==> config.mk <==
export PLATFORM = sky130hd
export DESIGN_NAME = line_advance_monitor
export DESIGN_NICKNAME = d
export VERILOG_FILES = /design/src/rtl/line_advance_monitor.sv
export SDC_FILE = /design/constraint.sdc
export NUM_CORES = 1
export LEC_CHECK = 0
export CAP_MARGIN = 15
export CORE_MARGIN = 2
export CORE_UTILIZATION = 64
export DETAILED_ROUTE_END_ITERATION = 10
export DONT_BUFFER_PORTS = 1
export MAX_ROUTING_LAYER = met4
export PLACE_DENSITY = 0.78
export SLEW_MARGIN = 10
export SYNTH_ARGS = -nofsm -noshare
export SYNTH_HDL_FRONTEND = slang
export SYNTH_SLANG_ARGS = --single-unit
export TNS_END_PERCENT = 20
==> constraint.sdc <==
create_clock -name clk -period 2.7 [get_ports clk]
set_input_delay 0.54 -clock clk [delete_from_list [all_inputs] [get_ports clk]]
set_output_delay 0.54 -clock clk [all_outputs]
set_load 0.01 [all_outputs]
==> src/rtl/line_advance_monitor.sv <==
`timescale 1ns/1ps
`default_nettype none
// ============================================================================
// Module   : line_advance_monitor
// Purpose  : Consumes the stepper-motor decoder's line_advance_tick, numbers
//            each paper line, measures the cycle interval between successive
//            line advances, detects motor stalls and queues one record per
//            line in a small FIFO read over a valid/ready interface.
// Revision : 1.0 - initial release
// ----------------------------------------------------------------------------
// Ports
//   clk               in   system clock
//   reset             in   asynchronous, active-low reset
//   line_advance_tick in   single-cycle pulse per line advance
//   enable            in   monitor enable; low forces IDLE and ignores ticks
//   clear             in   synchronous flush of FIFO, counters and overflow
//   rec_valid         out  FIFO head holds a record
//   rec_ready         in   consumer accepts the head record
//   rec_line          out  line number of the head record
//   rec_period        out  cycles since the previous tick (head record)
//   rec_first         out  head record is the first after IDLE/STALLED
//   line_count        out  lines seen since reset/clear (wraps)
//   stalled           out  monitor is in the STALLED state
//   overflow          out  sticky: a record was dropped on a full FIFO
// ============================================================================
module line_advance_monitor #(
    parameter int LINE_WIDTH   = 16,
    parameter int PERIOD_WIDTH = 24,
    parameter int FIFO_DEPTH   = 4,
    parameter int STALL_CYCLES = 1_000_000
) (
    input  logic                    clk,
    input  logic                    reset,
    input  logic                    line_advance_tick,
    input  logic                    enable,
    input  logic                    clear,
    output logic                    rec_valid,
    input  logic                    rec_ready,
    output logic [LINE_WIDTH-1:0]   rec_line,
    output logic [PERIOD_WIDTH-1:0] rec_period,
    output logic                    rec_first,
    output logic [LINE_WIDTH-1:0]   line_count,
    output logic                    stalled,
    output logic                    overflow
);

    localparam int PTR_W = (FIFO_DEPTH > 1) ? $clog2(FIFO_DEPTH) : 1;
    localparam int REC_W = LINE_WIDTH + PERIOD_WIDTH + 1;

    localparam logic [PERIOD_WIDTH-1:0] C_STALL_MATCH = PERIOD_WIDTH'(STALL_CYCLES);
    localparam logic [PERIOD_WIDTH-1:0] C_PERIOD_MAX  = {PERIOD_WIDTH{1'b1}};
    localparam logic [PTR_W:0]          C_FIFO_FULL   = (PTR_W + 1)'(FIFO_DEPTH);

    typedef enum logic [1:0] {
        ST_IDLE    = 2'd0,
        ST_RUNNING = 2'd1,
        ST_STALLED = 2'd2
    } state_t;

    state_t                  state_q, state_d;
    logic [PERIOD_WIDTH-1:0] period_q, period_d;
    logic [LINE_WIDTH-1:0]   line_q, line_d;
    logic                    overflow_q, overflow_d;
    logic                    stalled_q, stalled_d;
    logic [PTR_W-1:0]        wr_ptr_q, wr_ptr_d;
    logic [PTR_W-1:0]        rd_ptr_q, rd_ptr_d;
    logic [PTR_W:0]          count_q, count_d;
    logic [REC_W-1:0]        mem_q [FIFO_DEPTH];

    logic             accept;
    logic             fifo_full;
    logic             pop;
    logic             push;
    logic             drop;
    logic [REC_W-1:0] rec_new;
    logic [REC_W-1:0] rec_head;

    // ------------------------------------------------------------------
    // Handshake decode. A full FIFO still accepts a push when the head is
    // being popped in the same cycle, so occupancy stays constant there.
    // ------------------------------------------------------------------
    always_comb begin
        accept    = line_advance_tick && enable && !clear;
        fifo_full = (count_q == C_FIFO_FULL);
        pop       = (count_q != '0) && rec_ready && !clear;
        push      = accept && (!fifo_full || pop);
        drop      = accept && fifo_full && !pop;
        // Record layout: {first, period, line}
        rec_new   = {(state_q != ST_RUNNING), period_q, line_q};
    end

    // ------------------------------------------------------------------
    // Next-state logic: clear > enable low > tick/stall.
    // ------------------------------------------------------------------
    always_comb begin
        state_d    = state_q;
        period_d   = period_q;
        line_d     = line_q;
        overflow_d = overflow_q || drop;
        wr_ptr_d   = wr_ptr_q;
        rd_ptr_d   = rd_ptr_q;
        count_d    = count_q;

        // FIFO bookkeeping (push is already suppressed by clear/enable)
        if (push) begin
            wr_ptr_d = wr_ptr_q + 1'b1;
        end
        if (pop) begin
            rd_ptr_d = rd_ptr_q + 1'b1;
        end
        if (push && !pop) begin
            count_d = count_q + 1'b1;
        end else if (pop && !push) begin
            count_d = count_q - 1'b1;
        end

        if (clear) begin
            state_d    = ST_IDLE;
            period_d   = '0;
            line_d     = '0;
            overflow_d = 1'b0;
            wr_ptr_d   = '0;
            rd_ptr_d   = '0;
            count_d    = '0;
        end else if (!enable) begin
            // FIFO contents, line count and overflow are retained
            state_d  = ST_IDLE;
            period_d = '0;
        end else if (accept) begin
            state_d  = ST_RUNNING;
            period_d = {{(PERIOD_WIDTH-1){1'b0}}, 1'b1};
            line_d   = line_q + 1'b1;
        end else begin
            case (state_q)
                ST_IDLE: begin
                    period_d = '0;
                end
                ST_RUNNING: begin
                    if (period_q == C_STALL_MATCH) begin
                        state_d = ST_STALLED;
                    end
                    if (period_q != C_PERIOD_MAX) begin
                        period_d = period_q + 1'b1;
                    end
                end
                ST_STALLED: begin
                    // Keep measuring so the eventual recovery tick still
                    // reports a (saturated) interval.
                    if (period_q != C_PERIOD_MAX) begin
                        period_d = period_q + 1'b1;
                    end
                end
                default: begin
                    state_d  = ST_IDLE;
                    period_d = '0;
                end
            endcase
        end

        stalled_d = (state_d == ST_STALLED);
    end

    // ------------------------------------------------------------------
    // State and counter registers
    // ------------------------------------------------------------------
    always_ff @(posedge clk or negedge reset) begin
        if (!reset) begin
            state_q    <= ST_IDLE;
            period_q   <= '0;
            line_q     <= '0;
            overflow_q <= 1'b0;
            stalled_q  <= 1'b0;
            wr_ptr_q   <= '0;
            rd_ptr_q   <= '0;
            count_q    <= '0;
        end else begin
            state_q    <= state_d;
            period_q   <= period_d;
            line_q     <= line_d;
            overflow_q <= overflow_d;
            stalled_q  <= stalled_d;
            wr_ptr_q   <= wr_ptr_d;
            rd_ptr_q   <= rd_ptr_d;
            count_q    <= count_d;
        end
    end

    // ------------------------------------------------------------------
    // Record storage. Reset so the head outputs read zero out of reset.
    // ------------------------------------------------------------------
    always_ff @(posedge clk or negedge reset) begin
        if (!reset) begin
            for (int i = 0; i < FIFO_DEPTH; i++) begin
                mem_q[i] <= '0;
            end
        end else if (push) begin
            mem_q[wr_ptr_q] <= rec_new;
        end
    end

    // ------------------------------------------------------------------
    // Outputs
    // ------------------------------------------------------------------
    assign rec_head   = mem_q[rd_ptr_q];
    assign rec_valid  = (count_q != '0);
    assign rec_line   = rec_head[LINE_WIDTH-1:0];
    assign rec_period = rec_head[LINE_WIDTH +: PERIOD_WIDTH];
    assign rec_first  = rec_head[REC_W-1];
    assign line_count = line_q;
    assign stalled    = stalled_q;
    assign overflow   = overflow_q;

endmodule
`default_nettype wire
==> impl_metrics.toml <==
[finish]
syn2layout_area_growth_pct = 6.48
layout_common_cells = "213 x dfrtp_1, 145 x mux2_2, 50 x nor2_1"
design_area_um2 = 10900
n_antenna_cell = 0
nets = 739
final_common_cell = "dfrtp_1"
nFillCells = 1105
drive_above_1_share = 0.337

[clock_tree]
cts_sinks = 215
ctsHtreeMaxLevel = 1
clockBufferDepth = 3
post_cts_buffers = 0
root_buffer = "clkbuf_16"
insertion_delay_ns = 0.50
cts_inserted_buffers = 23
post_cts_resized = 0
cts_tree = "built"
path_clk_slew_ns = 0.06

[sta]
fin_tns_setup_ns = 0
fmax_mhz = 399
period_share = 0.929
fin_crit_ns = 2.51
holdWs_ns = -0.254
rsz0062_at_grt = "false"
slew_violations = 0
maxSlewHeadroom = 0.518
skew_ns = 0.00975
setup_viol = 0
hold_violations = 215
worst_pin_slew_ns = 0.723

[worst_setup_path]
path_max_fanout = 17
end_kind = "primary output"
reg2reg_to = "period_q[23]"
regToRegStartpoint = "period_q[12]"
start_kind = "flip-flop"
required_ns = 2.16
reg2reg_slack_ns = 0.37
arrival_ns = 1.97
startpoint = "rd_ptr_q[0]"
path_cells = "buf_12 > mux4_2"
max_stage_delay_ns = 0.63
worst-setup-path-type = "reg -> out"
cpMaxStageDelayCell = "dfrtp_2"
ff2ff_path_depth = 6

[synth]
synth_flop_cell = "dfrtp_1"
synthAdderAreaFrac = 0.0154
synthSimpleGateAreaFrac = 0.0936
avgSynthCellArea_um2 = 13.4
syn_nets = 784
synth_edf_count = 0
async_flop_share = 1.00
ys_seq_area_frac = 0.526
synth_compound_area_frac = 0.0341
synth-xor-area-share = 0.0291
ys_ff_latch = 215
synth.area.mux_share = 0.259
synth_top_family_by_area = "multiplexers"
netlist-cell-type-count = 52
synthesis.area_um2 = 10200
netlist_instances = 766
ys.warnings.count = 0

[power_and_ir_drop]
vdd_ir_drop_max_uv = 526
power_leakage_nw = 5.07
powerDensity_nw_per_um2 = 626

[drt]
drc_errors = 0
vias_per_cell = 6.22
vias = 5926
wirelength_um = 19800
ant_nets = 0
first_pass_iters = 4
drt-initial-drc-count = 416
wire_per_inst_um = 20.8

[flow_run]
cap_violations = 0

[floorplan]
rows = 46
dieHeight_um = 130
initial_core_util = 0.649
dieArea_um2 = 17000
fp.dieW_um = 130
io_pins = 66
coreArea_um2 = 15800

[global_route]
grt-ovfl-total = 0
grt_first_pass_wirelength_um = 32700
grt_pass1_vias = 6201
grt_antenna_before_repair = 0
grt_usage = 0.252
grt_max_degree = 216

[place]
io_buffers = 0
dp_hpwl_um = 12500
placed_area_um2 = 10200
routabilityCongestion = 0.907

[status]
failed_checks = "negative hold slack"
status = "finished with violations"

[hold_path]
hp-class = "in -> async"
==> per-layer routing <==
metal  up-vias  GRT usage  routed length, µm
li1       2653          -                  -
met1      3109      0.341               8550
met2       137      0.407               9940
met3        27     0.0440                961
met4         0     0.0576                390
met5         -          -                  0
==> logic make-up (layout without fill, tap and decap cells) <==
| logic type | Yosys count | in the layout |
|---|---|---|
| compound gates | 59 | 59 |
| xor+xnor | 34 | 34 |
| fa+ha+maj | 12 | 12 |
| buf+inv | 86 | 56 |
| flops | 215 | 215 |
| mux | 194 | 194 |
| simple gates | 166 | 166 |
==> Yosys cell counts, drive strengths merged (2+ instances only) <==
cell	count	area (µm²)
dfrtp	215	5380
mux2	152	1710
buf	55	319
nor2	50	188
mux4	41	923
nand2	32	150
o21ai	27	139
clkbuf	22	88.8
xnor2	19	166
nand3	18	90.1
a21oi	17	85.1
nand4	15	128
xor2	15	131
ha	11	138
nor3	11	71.3
inv	9	33.8
and3	8	50.1
a211oi	6	45.0
and2	5	31.3
and4	5	46.3
nor4b	5	58.8
or3	5	31.3
nor4	4	40.0
a2111oi	3	35.0
a31oi	3	18.8
nand4b	2	17.5
==> per-stage QoR <==
| stage | setup slack (ns) | util | hold slack (ns) | total power, mW | instances |
|---|---|---|---|---|---|
| after CTS | 0.151 | 0.691 | -0.268 | 6.88 | 952 |
| after detailed placement | 0.476 | 0.646 | 0.253 | 3.97 | 912 |
| final | 0.191 | 0.691 | -0.254 | 6.82 | 952 |
| after global routing | 0.0894 | 0.691 | -0.272 | 7.08 | 952 |
| after global placement | 0.544 | 0.646 | 0.253 | 3.95 | 912 |
| after floorplan | 0.608 | - | 0.244 | 3.84 | 766 |
==> worst max-delay path, delay by kind of cell (launching register included) <==
kind	cells	cell delay, ns
buffers and inverters	1	0.24
muxes	1	0.58
DFF	1	0.63
==> registers in the layout (all words and copies together), names as in the netlist <==
signal,flops
mem_q,164
period_q,24
line_count,16
count_q,3
rd_ptr_q,2
state_q,2
wr_ptr_q,2
overflow,1
stalled,1
==> power by group <==
group,switching [mW],internal (mW),total (mW)
Sequential,0.0932,3.28,3.37
Clock,1.19,1.73,2.91
Combinational,0.266,0.271,0.537
Total,1.55,5.28,6.82
==> how the worst max path moves through the flow <==
stage,end,slack (ns)
after floorplan,count_q[1],0.61
after global placement,period_q[23],0.54
after detailed placement,period_q[18],0.48
after CTS,rec_period[11],0.15
after global routing,rec_period[11],0.09
final,rec_period[11],0.19
==> area by class of cell <==
| type | count | area (µm²) | area share |
|---|---|---|---|
| sequential | 215 | 5380 | 0.494 |
| multi-input combinational | 465 | 4410 | 0.405 |
| clock buffer | 35 | 681 | 0.0625 |
| tap | 216 | 270 | 0.0248 |
| timing repair buffer | 7 | 90.1 | 0.00827 |
| inverter | 9 | 33.8 | 0.00310 |
| clock inverter | 5 | 27.5 | 0.00253 |
Note: power is estimated with default switching activity, not from simulation.
